**config.mk**
```make
export PLATFORM = sky130hd
export DESIGN_NAME = gpio_dir_ctrl
export DESIGN_NICKNAME = d
export VERILOG_FILES = /design/src/rtl/gpio_dir_ctrl.sv
export SDC_FILE = /design/constraint.sdc
export NUM_CORES = 1
export LEC_CHECK = 0
export CORE_MARGIN = 5
export CORE_UTILIZATION = 40
export CTS_BUF_LIST = sky130_fd_sc_hd__clkbuf_4
export CTS_CLUSTER_DIAMETER = 200
export DETAILED_ROUTE_END_ITERATION = 10
export PLACE_DENSITY = 0.76
export SLEW_MARGIN = 0
export SYNTH_ARGS = -nofsm -noshare
export SYNTH_HDL_FRONTEND = slang
export SYNTH_SLANG_ARGS = --single-unit
```
**constraint.sdc**
```tcl
create_clock -name clk -period 1.45 [get_ports clk]
set_clock_uncertainty 0.1 [all_clocks]
set_input_delay 0.3625 -clock clk [delete_from_list [all_inputs] [get_ports clk]]
set_output_delay 0.3625 -clock clk [all_outputs]
set_load 0.01 [all_outputs]
```
**src/rtl/gpio_dir_ctrl.sv**
```systemverilog
// APB slave owning GPIO direction and output state. It sequences the one-cycle
// w1/r1 pulses that flip the per-pin RS direction flops and synchronises pad inputs.
module gpio_dir_ctrl #(
    parameter int NPINS = 8
) (
    input  logic             clk,
    input  logic             rst_n,
    input  logic             psel,
    input  logic             penable,
    input  logic             pwrite,
    input  logic [3:0]       paddr,
    input  logic [31:0]      pwdata,
    output logic [31:0]      prdata,
    output logic             pready,
    output logic             pslverr,
    input  logic [NPINS-1:0] gpio_in,
    output logic [NPINS-1:0] gpio_out,
    output logic [NPINS-1:0] dir,
    output logic [NPINS-1:0] w1,
    output logic [NPINS-1:0] r1
);
    typedef enum logic [1:0] {IDLE, ACCESS, PULSE, RESP} state_t;

    localparam logic [1:0] REG_DIR = 2'd0;
    localparam logic [1:0] REG_OUT = 2'd1;
    localparam logic [1:0] REG_IN  = 2'd2;
    localparam logic [1:0] REG_RSV = 2'd3;

    state_t           state_q, state_d;
    logic             wr_q, wr_d;
    logic             err_q, err_d;
    logic [1:0]       reg_q, reg_d;
    logic [NPINS-1:0] wdata_q, wdata_d;
    logic [NPINS-1:0] dir_q, dir_d;
    logic [NPINS-1:0] out_q, out_d;
    logic [NPINS-1:0] sync1_q, sync2_q;
    logic [NPINS-1:0] w1_q, w1_d;
    logic [NPINS-1:0] r1_q, r1_d;
    logic [31:0]      prdata_q, prdata_d;
    logic             pready_q, pready_d;
    logic             pslverr_q, pslverr_d;

    logic setup_err, setup_slow, slow_q;

    // Only the low NPINS bits of pwdata are meaningful.
    logic unused_pwdata;
    assign unused_pwdata = ^pwdata;

    assign setup_err  = (paddr[1:0] != 2'b00) || (paddr[3:2] == REG_RSV) ||
                        (pwrite && paddr[3:2] == REG_IN);
    assign setup_slow = !setup_err && (pwrite ? paddr[3:2] == REG_DIR : paddr[3:2] == REG_IN);
    assign slow_q     = !err_q && (wr_q ? reg_q == REG_DIR : reg_q == REG_IN);

    always_comb begin
        state_d   = state_q;
        wr_d      = wr_q;
        err_d     = err_q;
        reg_d     = reg_q;
        wdata_d   = wdata_q;
        dir_d     = dir_q;
        out_d     = out_q;
        w1_d      = '0;
        r1_d      = '0;
        prdata_d  = '0;
        pready_d  = 1'b0;
        pslverr_d = 1'b0;
        case (state_q)
            IDLE: begin
                if (psel && !penable) begin
                    state_d   = ACCESS;
                    wr_d      = pwrite;
                    err_d     = setup_err;
                    reg_d     = paddr[3:2];
                    wdata_d   = pwdata[NPINS-1:0];
                    // Fast transfers complete in the access cycle, so their response is staged now.
                    pready_d  = !setup_slow;
                    pslverr_d = setup_err;
                    if (!setup_err && !pwrite) begin
                        if (paddr[3:2] == REG_DIR)      prdata_d = 32'(dir_q);
                        else if (paddr[3:2] == REG_OUT) prdata_d = 32'(out_q);
                    end
                end
            end
            ACCESS: begin
                state_d = IDLE;
                if (psel && !err_q) begin
                    if (wr_q && reg_q == REG_OUT) begin
                        out_d = wdata_q;
                    end else if (slow_q) begin
                        state_d = PULSE;
                        if (wr_q) begin
                            w1_d = wdata_q & ~dir_q;
                            r1_d = ~wdata_q & dir_q;
                        end
                    end
                end
            end
            PULSE: begin
                // The pulse is already on the pins, so dir must follow even on abort.
                if (wr_q) dir_d = wdata_q;
                else      prdata_d = 32'(sync2_q);
                if (psel) begin
                    state_d  = RESP;
                    pready_d = 1'b1;
                end else begin
                    state_d  = IDLE;
                    prdata_d = '0;
                end
            end
            RESP: state_d = IDLE;
            default: state_d = IDLE;
        endcase
    end

    always_ff @(posedge clk or negedge rst_n) begin
        if (!rst_n) begin
            state_q   <= IDLE;
            wr_q      <= 1'b0;
            err_q     <= 1'b0;
            reg_q     <= 2'd0;
            wdata_q   <= '0;
            dir_q     <= '0;
            out_q     <= '0;
            sync1_q   <= '0;
            sync2_q   <= '0;
            w1_q      <= '0;
            r1_q      <= '0;
            prdata_q  <= '0;
            pready_q  <= 1'b0;
            pslverr_q <= 1'b0;
        end else begin
            state_q   <= state_d;
            wr_q      <= wr_d;
            err_q     <= err_d;
            reg_q     <= reg_d;
            wdata_q   <= wdata_d;
            dir_q     <= dir_d;
            out_q     <= out_d;
            sync1_q   <= gpio_in;
            sync2_q   <= sync1_q;
            w1_q      <= w1_d;
            r1_q      <= r1_d;
            prdata_q  <= prdata_d;
            pready_q  <= pready_d;
            pslverr_q <= pslverr_d;
        end
    end

    assign prdata   = prdata_q;
    assign pready   = pready_q;
    assign pslverr  = pslverr_q;
    assign gpio_out = out_q;
    assign dir      = dir_q;
    assign w1       = w1_q;
    assign r1       = r1_q;
endmodule

```
# Word-level counts from Yosys, hierarchy flattened
# Index checks and enable logic that the tools add are counted.
[classes] addsub=0 multipliers=0 n_div=0 n_lt_le_gt_ge=0 n_eq_ne=9 n_shift=0 mux=30 bitwise=4 n_reduce_logical=21
[ops] op="2-to-1 mux 8 bit" n=15
[ops] op="case mux 32 bit (2 select lines)" n=1
[ops] op="2-to-1 mux 32 bit" n=1
[ops] op="AND 8 bit" n=2
[ops] op="NOT 8 bit" n=2
[ops] op="equality test 2 bit (second input constant)" n=5
[ops] op="2-to-1 mux 2 bit" n=5
[ops] op="case mux 2 bit (4 select lines)" n=1
[ops] op="logical AND 1 bit" n=7
[ops] op="equality test 2 x 1 -> 1 bit (second input constant)" n=3
[ops] op="logical NOT 2 bit" n=3
[ops] op="2-to-1 mux 1 bit" n=6
[ops] op="logical NOT 1 bit" n=5
[ops] op="AND reduction 2 bit" n=2
[ops] op="AND reduction 3 bit" n=1
[ops] op="logical OR 1 bit" n=2
[ops] op="inequality test 2 bit (second input constant)" n=1
[ops] op="case mux 1 bit (2 select lines)" n=1
[ops] op="nonzero test 2 bit" n=1
[word_totals] regBits=96 latch_bits=0 ramBits=0 mem_bits_ro=0 input_bits=49 output_inout_bits=66 mem_count=0

# Logic depth before layout (Yosys ltp)
# Gate-level depths: netlist of the first run.
[logic_depth] word_depth=8 mapped_depth=4

# Worst setup path after synthesis of the first run
# OpenSTA, ideal clock, no wires.
[synth_path] path_type="flip-flop to flip-flop" start="register state_q[1]" end="register reg_q[1]" setup_time_ps=125 t_arrival_ps=1350 path_slack_ps=-124 path_stages_with_launch=4 n_path_buf=1 synth_period_minus_slack_ps=1574 path_cell_list="dfrtp_1 nor4b_4 buf_4 mux2_2"
[synth_via] elab_chain_cells=2
[synth_rtl] item="from (decl)" line="29" rtl="state_t state_q, state_d;"
[synth_rtl] item="from (signal assigned)" line="132" rtl="state_q <= state_d;"
[synth_rtl] item="logical NOT 2 bit" line="67" rtl="case (state_q)"
[synth_rtl] item="AND reduction 2 bit (no line)"
[synth_rtl] item="to (signal assigned)" line="135" rtl="reg_q <= reg_d;"
[synth_rtl] item="to (decl)" line="32" rtl="logic [1:0] reg_q, reg_d;"
# Every way passes these cells.
# A chain may end at the register's enable or synchronous reset.

# Worst setup path in the final report of the first run
[layout_path] start="register state_q[1]" end="register out_q[1] (netlist: gpio_out[1])"
[layout_via] elab_chain_cells=2
[layout_rtl] item="equality test 2 x 1 -> 1 bit" line="67"
[layout_rtl] item="AND reduction 3 bit (no line)"
[layout_rtl] item="to (signal assigned)" line="138" rtl="out_q <= out_d;"
[layout_rtl] item="to (decl)" line="35" rtl="logic [NPINS-1:0] out_q, out_d;"
# Every way passes these cells.

==> results of run 1 <==
[metrics by stage]
step / total power, uW / setup TNS [ns] / hold WS (ns) / instance area, um2 / setup slack [ns]
floorplan: 2700 / -1.82 / -0.0331 / 2920 / -0.116
global placement: 3090 / -21.08 / 0.232 / 3760 / -0.524
detailed placement: 3120 / -22.95 / 0.235 / 3760 / -0.568
CTS: 4540 / -3.09 / 0.257 / 3960 / -0.147
global route: 4760 / -4.99 / 0.256 / 4160 / -0.164
finish: 4550 / -2.85 / 0.260 / 4160 / -0.144
[per-layer routing]
metal | share of wire [%] | up-vias
met4 | 1.3 | 0
li1 | - | 821
met5 | 0 | -
met2 | 50 | 56
met3 | 6.3 | 8
met1 | 42 | 875
[final cells by class]
class / count / area, um2
Multi-Input combinational cell: 106 / 1210
Clock buffer: 10 / 75.1
Timing Repair Buffer: 106 / 875
Clock inverter: 6 / 83.8
Tap cell: 96 / 120
Sequential cell: 72 / 1800
Fill cell: 532 / 2630
[layout by cell type, fill, tap and decap left out, drive strengths merged, types with 2 or more instances in the layout]
cell / n
dfrtp: 72
clkbuf: 10
nand3b: 4
xor2: 2
buf: 82
o2bb2ai: 8
conb: 24
clkdlybuf4s50: 23
nand3: 2
nor2b: 2
nor3b: 17
clkinv: 3
nor2: 4
bufinv: 2
mux2i: 8
mux2: 27
[flip-flops by register name, summed over array words and instances (netlist names), 8 cells and up]
signal    flops
sync2_q       8
gpio_out      8
prdata        8
wdata_q       8
sync1_q       8
w1            8
dir           8
r1            8
[worst max path at each step]
| stage | end | slack (ns) | cells past startpoint |
|---|---|---|---|
| 2_1_floorplan | gpio_out[0] | -0.12 | 4 |
| 3_3_place_gp | gpio_out[6] | -0.52 | 4 |
| 4_1_cts | gpio_out[1] | -0.15 | 3 |
| 3_5_place_dp | w1[5] | -0.57 | 6 |
| 6_report | gpio_out[1] | -0.14 | 3 |
| 5_1_grt | gpio_out[2] | -0.16 | 3 |
[kinds of logic after synthesis]
group,after synthesis
buf+inv,28
compound gates,12
xor+xnor,2
other cells,1
mux,35
flops,72
simple gates,33
[timing repair]
action                                  4_1_cts  5_1_grt
cloned                                        1        0
hold buffers                                  1        0
endpoints found under the hold margin        72        0
buffers inserted                              4        1
pin swaps                                     3       12
resized for setup                           207       29
endpoints found under the setup margin       85       66
[report_power, final]
group / internal [uW] / switching (uW)
Sequential: 2170 / 144
Combinational: 493 / 349
Clock: 711 / 685
==> flow_summary.json, run 1 <==
{
  "antenna_cells": 0,
  "fmax_mhz": 627,
  "synth.distinct_cells": 25,
  "path_buf_inv": 0,
  "cp-end-kind": "register",
  "dp_hpwl_um": 4340,
  "worstHoldStart": "sync1_q[2]",
  "finalCriticalPeriod_ns": 1.59,
  "crit_type": "register to register",
  "synth.avg_cell_area_um2": 15.3,
  "clock_latency_ns": 0.40,
  "synth_top_area_share_pct": 64.5,
  "setup_viol": 44,
  "fin_ws_ns": -0.144,
  "netlist_top_cells_count": "72 x dfrtp_1, 25 x buf_4, 19 x mux2_2",
  "clock_path_buffers": 2,
  "slowest_delay_ns": 0.44,
  "r2r_slack_ns": -0.14,
  "antenna_found_initial": 0,
  "grt_use_total_pct": 15.7,
  "synthTopCellsByArea": "dfrtp_1 64%, mux2_2 7.7%, buf_4 6.7%",
  "drv_slew": 0,
  "postLayoutCoreUtil_pct": 61.3,
  "gr-usage-met2_pct": 26.0,
  "first_iter_violations": 39,
  "start_util_pct": 41.1,
  "ys_seq_area_share_pct": 64.5,
  "instances_no_fill": 396,
  "cpLargestDelayFamily": "simple AND/OR/NAND/NOR gates",
  "powerDensity_nw_per_um2": 1090,
  "grt_max_degree": 73,
  "violations": "negative setup slack",
  "hold-path-cell-count": 0,
  "yosys.area_share.simple_pct": 9.09,
  "synth_compound_area_share_pct": 3.45,
  "cap_violations": 0,
  "yosys.area.top_type": "dfrtp_1",
  "cts_buffers": 9,
  "ios": 115,
  "grt_busiest_layer": "met2",
  "wl_per_cell_um": 16.5,
  "rr_endpoint": "gpio_out[1]",
  "critPathMaxFanout": 8,
  "crit_slowest_cell": "dfrtp_1",
  "area_growth_pct": 49.0,
  "synth_fa_ha_area_share_pct": 0,
  "grt_pass1_vias": 1966,
  "required_ns": 1.64,
  "viasPerCell": 4.44,
  "yosys_register_bits": 72,
  "drive_gt1_share_pct": 52.0,
  "period_share_pct": 110,
  "cts_tree": "yes",
  "num_vias": 1760,
  "path_clk_slew_ns": 0.11,
  "synth_edf_count": 0,
  "ys_warn_count": 0,
  "gp_congestion": 0.750,
  "synthMuxAreaShare_pct": 14.8,
  "startpoint": "state_q[1]",
  "ant_nets": 0,
  "hold_viol_final": 0,
  "htreeDepth": 3,
  "ir_worst_vdd_uv": 670,
  "rsz0062_at_grt": "yes",
  "async_flop_share_pct": 100,
  "die_y_um": 93.6,
  "r2r_cells": 3,
  "die_x_um": 93.6,
  "use_met1_pct": 19.9,
  "clockRootBuffer": "clkbuf_4",
  "core_region_area_um2": 6790,
  "use_met3_pct": 3.94,
  "hp-class": "register to register",
  "synth_area_um2": 2800,
  "portBuffers": 66,
  "p_leak_uw": 0.00206,
  "r2r_start": "state_q[1]",
  "drtPass1Iterations": 4,
  "place_inst": 373,
  "cts_sinks": 72,
  "synthXorXnorAreaFrac_pct": 0.627,
  "synthCells": 183,
  "synth_top_family_by_area": "multiplexers",
  "yosysMostFrequentCell": "dfrtp_1",
  "cp.arrival_ns": 1.79,
  "crit_path_start_kind": "register",
  "drc": 0,
  "crit_chain": "and4bb_4, and3_4, mux2_4",
  "grt_pass1_wl_um": 10300,
  "nets": 344,
  "grt_overflow_total": 0,
  "status": "finished, violations left",
  "min_to": "sync2_q[2]",
  "rows": 30,
  "synth-main-ff-cell": "dfrtp_1",
  "dieArea_um2": 8760,
  "drt_wl_total_um": 6540
}
Power figures use the tool's default switching activity.
==> run 2: changes to the inputs <==
--- a/config.mk
+++ b/config.mk
@@ -6,11 +6,11 @@
 export NUM_CORES = 1
 export LEC_CHECK = 0
 export CORE_MARGIN = 5
-export CORE_UTILIZATION = 40
-export CTS_BUF_LIST = sky130_fd_sc_hd__clkbuf_4
+export CORE_UTILIZATION = 38
+export CTS_BUF_LIST = sky130_fd_sc_hd__clkbuf_8 sky130_fd_sc_hd__clkbuf_16
 export CTS_CLUSTER_DIAMETER = 200
 export DETAILED_ROUTE_END_ITERATION = 10
-export PLACE_DENSITY = 0.76
+export PLACE_DENSITY = 0.73
 export SLEW_MARGIN = 0
 export SYNTH_ARGS = -nofsm -noshare
 export SYNTH_HDL_FRONTEND = slang
==> run 2 against run 1 <==
  * The flow still finishes with violations (negative setup slack)
  * Cell area increased by 3.1%
  * Routed wire length fell by 3.5%
  * Fmax increased by 0.90%
  * Critical path depth did not move
  * First-iteration DRC count down 7.7%
  * Cell count grew 0.76%
  * Sequential power about the same
  * Combinational power down 1%
  * Critical path type unchanged
==> flow_summary.json, run 2 (same netlist as run 1, synthesis figures left out) <==
{
  "grt_pass1_vias": 1862,
  "antenna_cells": 0,
  "grt_max_degree": 27,
  "cap_violations": 0,
  "drv_slew": 0,
  "setup_viol": 44,
  "cts_buffers": 9,
  "ir_worst_vdd_uv": 651,
  "drc": 0,
  "cp-end-kind": "register",
  "crit_path_start_kind": "register",
  "die_x_um": 95.8,
  "power_uw": 4870,
  "r2r_cells": 3,
  "dieArea_um2": 9170,
  "wl_per_cell_um": 15.8,
  "drtPass1Iterations": 4,
  "hold_viol_final": 0,
  "viasPerCell": 4.38,
  "rr_endpoint": "gpio_out[5]",
  "gp_congestion": 0.745,
  "grt_use_total_pct": 14.5,
  "cts_sinks": 72,
  "status": "finished, violations left",
  "final_cell_mix": "72 x dfrtp_1, 30 x buf_4, 24 x conb_1",
  "final_common_cell": "dfrtp_1",
  "slowest_delay_ns": 0.40,
  "crit_slowest_cell": "dfrtp_1",
  "dp_hpwl_um": 4180,
  "cp.arrival_ns": 1.71,
  "rows": 31,
  "p_leak_uw": 0.00207,
  "path_clk_slew_ns": 0.07,
  "drive_gt1_share_pct": 44.7,
  "clock_path_buffers": 2,
  "start_util_pct": 38.7,
  "r2r_slack_ns": -0.13,
  "finalCriticalPeriod_ns": 1.58,
  "rsz0062_at_grt": "yes",
  "clockRootBuffer": "clkbuf_8",
  "grt_pass1_wl_um": 9580,
  "first_iter_violations": 36,
  "r2r_start": "err_q",
  "period_share_pct": 109,
  "critPathMaxFanout": 8,
  "nets": 344,
  "ant_nets": 0,
  "antenna_found_initial": 0,
  "die_y_um": 95.8,
  "ios": 115,
  "n_fill_cell": 574,
  "startpoint": "err_q",
  "hp-class": "register to register",
  "crit_type": "register to register",
  "drt_wl_total_um": 6310,
  "core_region_area_um2": 7210,
  "fmax_mhz": 633,
  "portBuffers": 66,
  "crit_chain": "and4bb_4, and3_4, mux2_4",
  "cts_tree": "yes",
  "powerDensity_nw_per_um2": 1140,
  "grt_overflow_total": 0,
  "clock_latency_ns": 0.34,
  "endpoint": "gpio_out[5]",
  "violations": "negative setup slack",
  "area_growth_pct": 53.5,
  "htreeDepth": 3,
  "fin_ws_ns": -0.130,
  "num_vias": 1747,
  "required_ns": 1.58,
  "setup-tns-final_ns": -2.85
}
run 2: cell types whose count changed in the layout (fill, tap and decap cells not counted), sizes merged:
cell / before / now
clkbuf: 10 / 23
clkdlybuf4s15: 0 / 23
clkdlybuf4s50: 23 / 21
dlygate4sd2: 0 / 2
buf: 82 / 46
run 2: what timing repair did:
item / CTS / global route
endpoints found under the setup margin: 87 / 63
gates resized for setup: 133 / 31
cloned: 0 / 1
buffers inserted: 4 / 2
hold buffers: 1 / 0
pin swaps: 11 / 6
hold endpoints to repair: 22 / 0
run 2: routing by layer:
metal  part of all wire (%)  up-vias  GRT usage, %
li1                       -      818             -
met1                     43      850          18.3
met2                     49       69          23.5
met3                    6.1       10          3.28
met4                    1.7        0          7.35
met5                      0        -             0
run 2: per-stage QoR:
stage / cell area (um2) / cells / util [%] / setup slack [ns] / hold WS (ns)
after floorplan: 2920 / 206 / - / -0.116 / -0.0331
after global placement: 3780 / 375 / 52.5 / -0.517 / 0.189
after detailed placement: 3780 / 375 / 52.5 / -0.563 / 0.192
after CTS: 4200 / 396 / 58.2 / -0.137 / 0.246
after global routing: 4290 / 399 / 59.5 / -0.169 / 0.257
final: 4290 / 399 / 59.5 / -0.130 / 0.247
run 2: worst min-delay path by stage:
| stage | start | end | slack [ns] | cells after the start |
|---|---|---|---|---|
| 2_1_floorplan | rst_n | dir[0] | -0.03 | 0 |
| 3_3_place_gp | rst_n | w1[4] | 0.19 | 1 |
| 3_5_place_dp | rst_n | r1[4] | 0.19 | 1 |
| 4_1_cts | sync1_q[4] | sync2_q[4] | 0.25 | 0 |
| 5_1_grt | sync1_q[1] | sync2_q[1] | 0.26 | 0 |
| 6_report | sync1_q[4] | sync2_q[4] | 0.25 | 0 |
run 2: critical path, delay by kind of cell (launching register included):
| kind | cells | cell delay [ns] |
|---|---|---|
| simple gates | 2 | 0.64 |
| flops | 1 | 0.40 |
| mux | 1 | 0.32 |
run 2: layout make-up:
cell class              count  area, um2  share of cell area [%]
clock inverters             6       82.6                    1.92
multi-input cells         106       1180                    27.4
clock buffers              10        138                    3.21
repair buffers            106        968                    22.6
flip-flops and latches     72       1800                    42.0
well taps                  99        124                    2.89
run 2: power by group:
group | internal, uW | switching (uW) | leakage [uW] | total (uW)
sequential | 2170 | 150 | 0.000935 | 2320
clock | 1010 | 715 | 0.000112 | 1720
combinational | 492 | 341 | 0.00102 | 833
==> run 3: changes to the inputs <==
--- a/config.mk
+++ b/config.mk
@@ -5,12 +5,14 @@
 export SDC_FILE = /design/constraint.sdc
 export NUM_CORES = 1
 export LEC_CHECK = 0
+export CORE_ASPECT_RATIO = 0.9
 export CORE_MARGIN = 5
 export CORE_UTILIZATION = 38
 export CTS_BUF_LIST = sky130_fd_sc_hd__clkbuf_8 sky130_fd_sc_hd__clkbuf_16
 export CTS_CLUSTER_DIAMETER = 200
 export DETAILED_ROUTE_END_ITERATION = 10
 export PLACE_DENSITY = 0.73
+export SKIP_CTS_REPAIR_TIMING = 1
 export SLEW_MARGIN = 0
 export SYNTH_ARGS = -nofsm -noshare
 export SYNTH_HDL_FRONTEND = slang
==> run 3 against run 2 <==
  * The run still ends with negative setup slack left
  * Flip-flop and latch count did not move
  * Count of clock-buffer cells in the layout stayed put
  * Register-to-register slack worse by 0.02 ns
  * Worst setup slack worse by 0.045 ns
  * Fmax fell by 2.8%
  * Routed wire length up 2.5%
  * Cell area is 1.5% higher
  * Cell count down 3.3%
==> flow_summary.json, run 3 (same netlist as run 1, synthesis figures left out) <==
{
  "die_y_um": 91.4,
  "cts_tree": "yes",
  "gp_congestion": 0.817,
  "fin_ws_ns": -0.175,
  "core_region_area_um2": 7110,
  "crit_type": "input port to register",
  "grt_overflow_total": 0,
  "hold_viol_final": 0,
  "cts_sinks": 72,
  "clock_latency_ns": 0.34,
  "rows": 29,
  "start_util_pct": 39.3,
  "period_share_pct": 112,
  "p_leak_uw": 0.00268,
  "htreeDepth": 3,
  "die_x_um": 100,
  "antenna_cells": 0,
  "highest_layer": "met4",
  "clock_path_buffers": 2,
  "finalCriticalPeriod_ns": 1.63,
  "first_iter_violations": 55,
  "grt_pass1_wl_um": 9640,
  "cp.arrival_ns": 1.75,
  "critPathMaxFanout": 8,
  "wl_per_cell_um": 16.8,
  "crit_path_start_kind": "input port",
  "final_cell_mix": "71 x dfrtp_1, 41 x dlymetal6s2s_1, 24 x conb_1",
  "drt-met1-wl_um": 2700,
  "hp-class": "register to register",
  "drc": 0,
  "power_uw": 4650,
  "fmax_mhz": 615,
  "dieArea_um2": 9170,
  "cap_violations": 0,
  "cts_buffers": 9,
  "regArea_um2": 1800,
  "place_area_um2": 3750,
  "grt_use_total_pct": 13.8,
  "hold_ws_ns": 0.249,
  "violations": "negative setup slack",
  "met3_wirelength_um": 472,
  "antenna_found_initial": 0,
  "nets": 338,
  "grt_pass1_vias": 1918,
  "n_fill_cell": 563,
  "grt_max_degree": 73,
  "drtPass1Iterations": 3,
  "status": "finished, violations left",
  "portBuffers": 66,
  "num_vias": 1786,
  "multi_input_area_um2": 1120,
  "cp-end-kind": "register",
  "ant_nets": 0,
  "ir_worst_vdd_uv": 710,
  "setup-tns-final_ns": -4.49,
  "path_clk_slew_ns": 0.07,
  "setup_viol": 35,
  "powerDensity_nw_per_um2": 1070,
  "drt_wl_total_um": 6470,
  "drive_gt1_share_pct": 36.5,
  "viasPerCell": 4.63,
  "required_ns": 1.57,
  "area_growth_pct": 55.8,
  "clockRootBuffer": "clkbuf_8",
  "postLayoutCellArea_um2": 4350,
  "ios": 115,
  "final_common_cell": "dfrtp_1",
  "rsz0062_at_grt": "yes",
  "drv_slew": 0,
  "dp_hpwl_um": 4240,
  "dr_wl_met2_um": 3260
}
[run 3: metrics by stage]
| stage | util, % | worst slack [ns] | cells |
|---|---|---|---|
| after floorplan | - | -0.116 | 206 |
| after global placement | 52.7 | -0.504 | 367 |
| after detailed placement | 52.7 | -0.525 | 367 |
| after CTS | 55.3 | -0.334 | 382 |
| after global routing | 61.2 | -0.191 | 386 |
| final | 61.2 | -0.175 | 386 |
[run 3: final timing paths]
check	slack (ns)	start	to	depth (start not counted)
worst min register to register	0.25	sync1_q[1]	sync2_q[1]	0
worst max-delay path	-0.18	psel	gpio_out[6]	4
worst min-delay path	0.25	sync1_q[1]	sync2_q[1]	0
max in group asynchronous	0.47	rst_n	state_q[0]	3
worst max register to register	-0.15	state_q[1]	gpio_out[6]	3
min in group asynchronous	0.46	rst_n	state_q[1]	3
[run 3: report_power, final]
part	switching (uW)	total (uW)	internal (uW)	leakage, uW
clock	683	1500	816	0.000103
sequential	140	2310	2170	0.000933
combinational	331	840	509	0.00164
total	1150	4650	3500	0.00268
[run 3: final cells by class]
cell class,instances,share of cell area [%]
sequential,72,41.4
clock inverter,5,1.12
multi-input combinational,106,25.8
clock buffer,10,3.16
tap,93,2.67
timing repair buffer,100,25.8
[run 3: critical path: stages]
cell and delay, ns:
clkdlybuf4s50_1 0.50, and4bb_4 0.26, and3_4 0.31, mux2_4 0.32
[run 3: routing by layer]
metal  track usage, %  vias to the layer above
met5                0                        -
li1                 -                      801
met3             6.28                        6
met1             17.1                      912
met2             22.4                       67
met4             3.03                        0
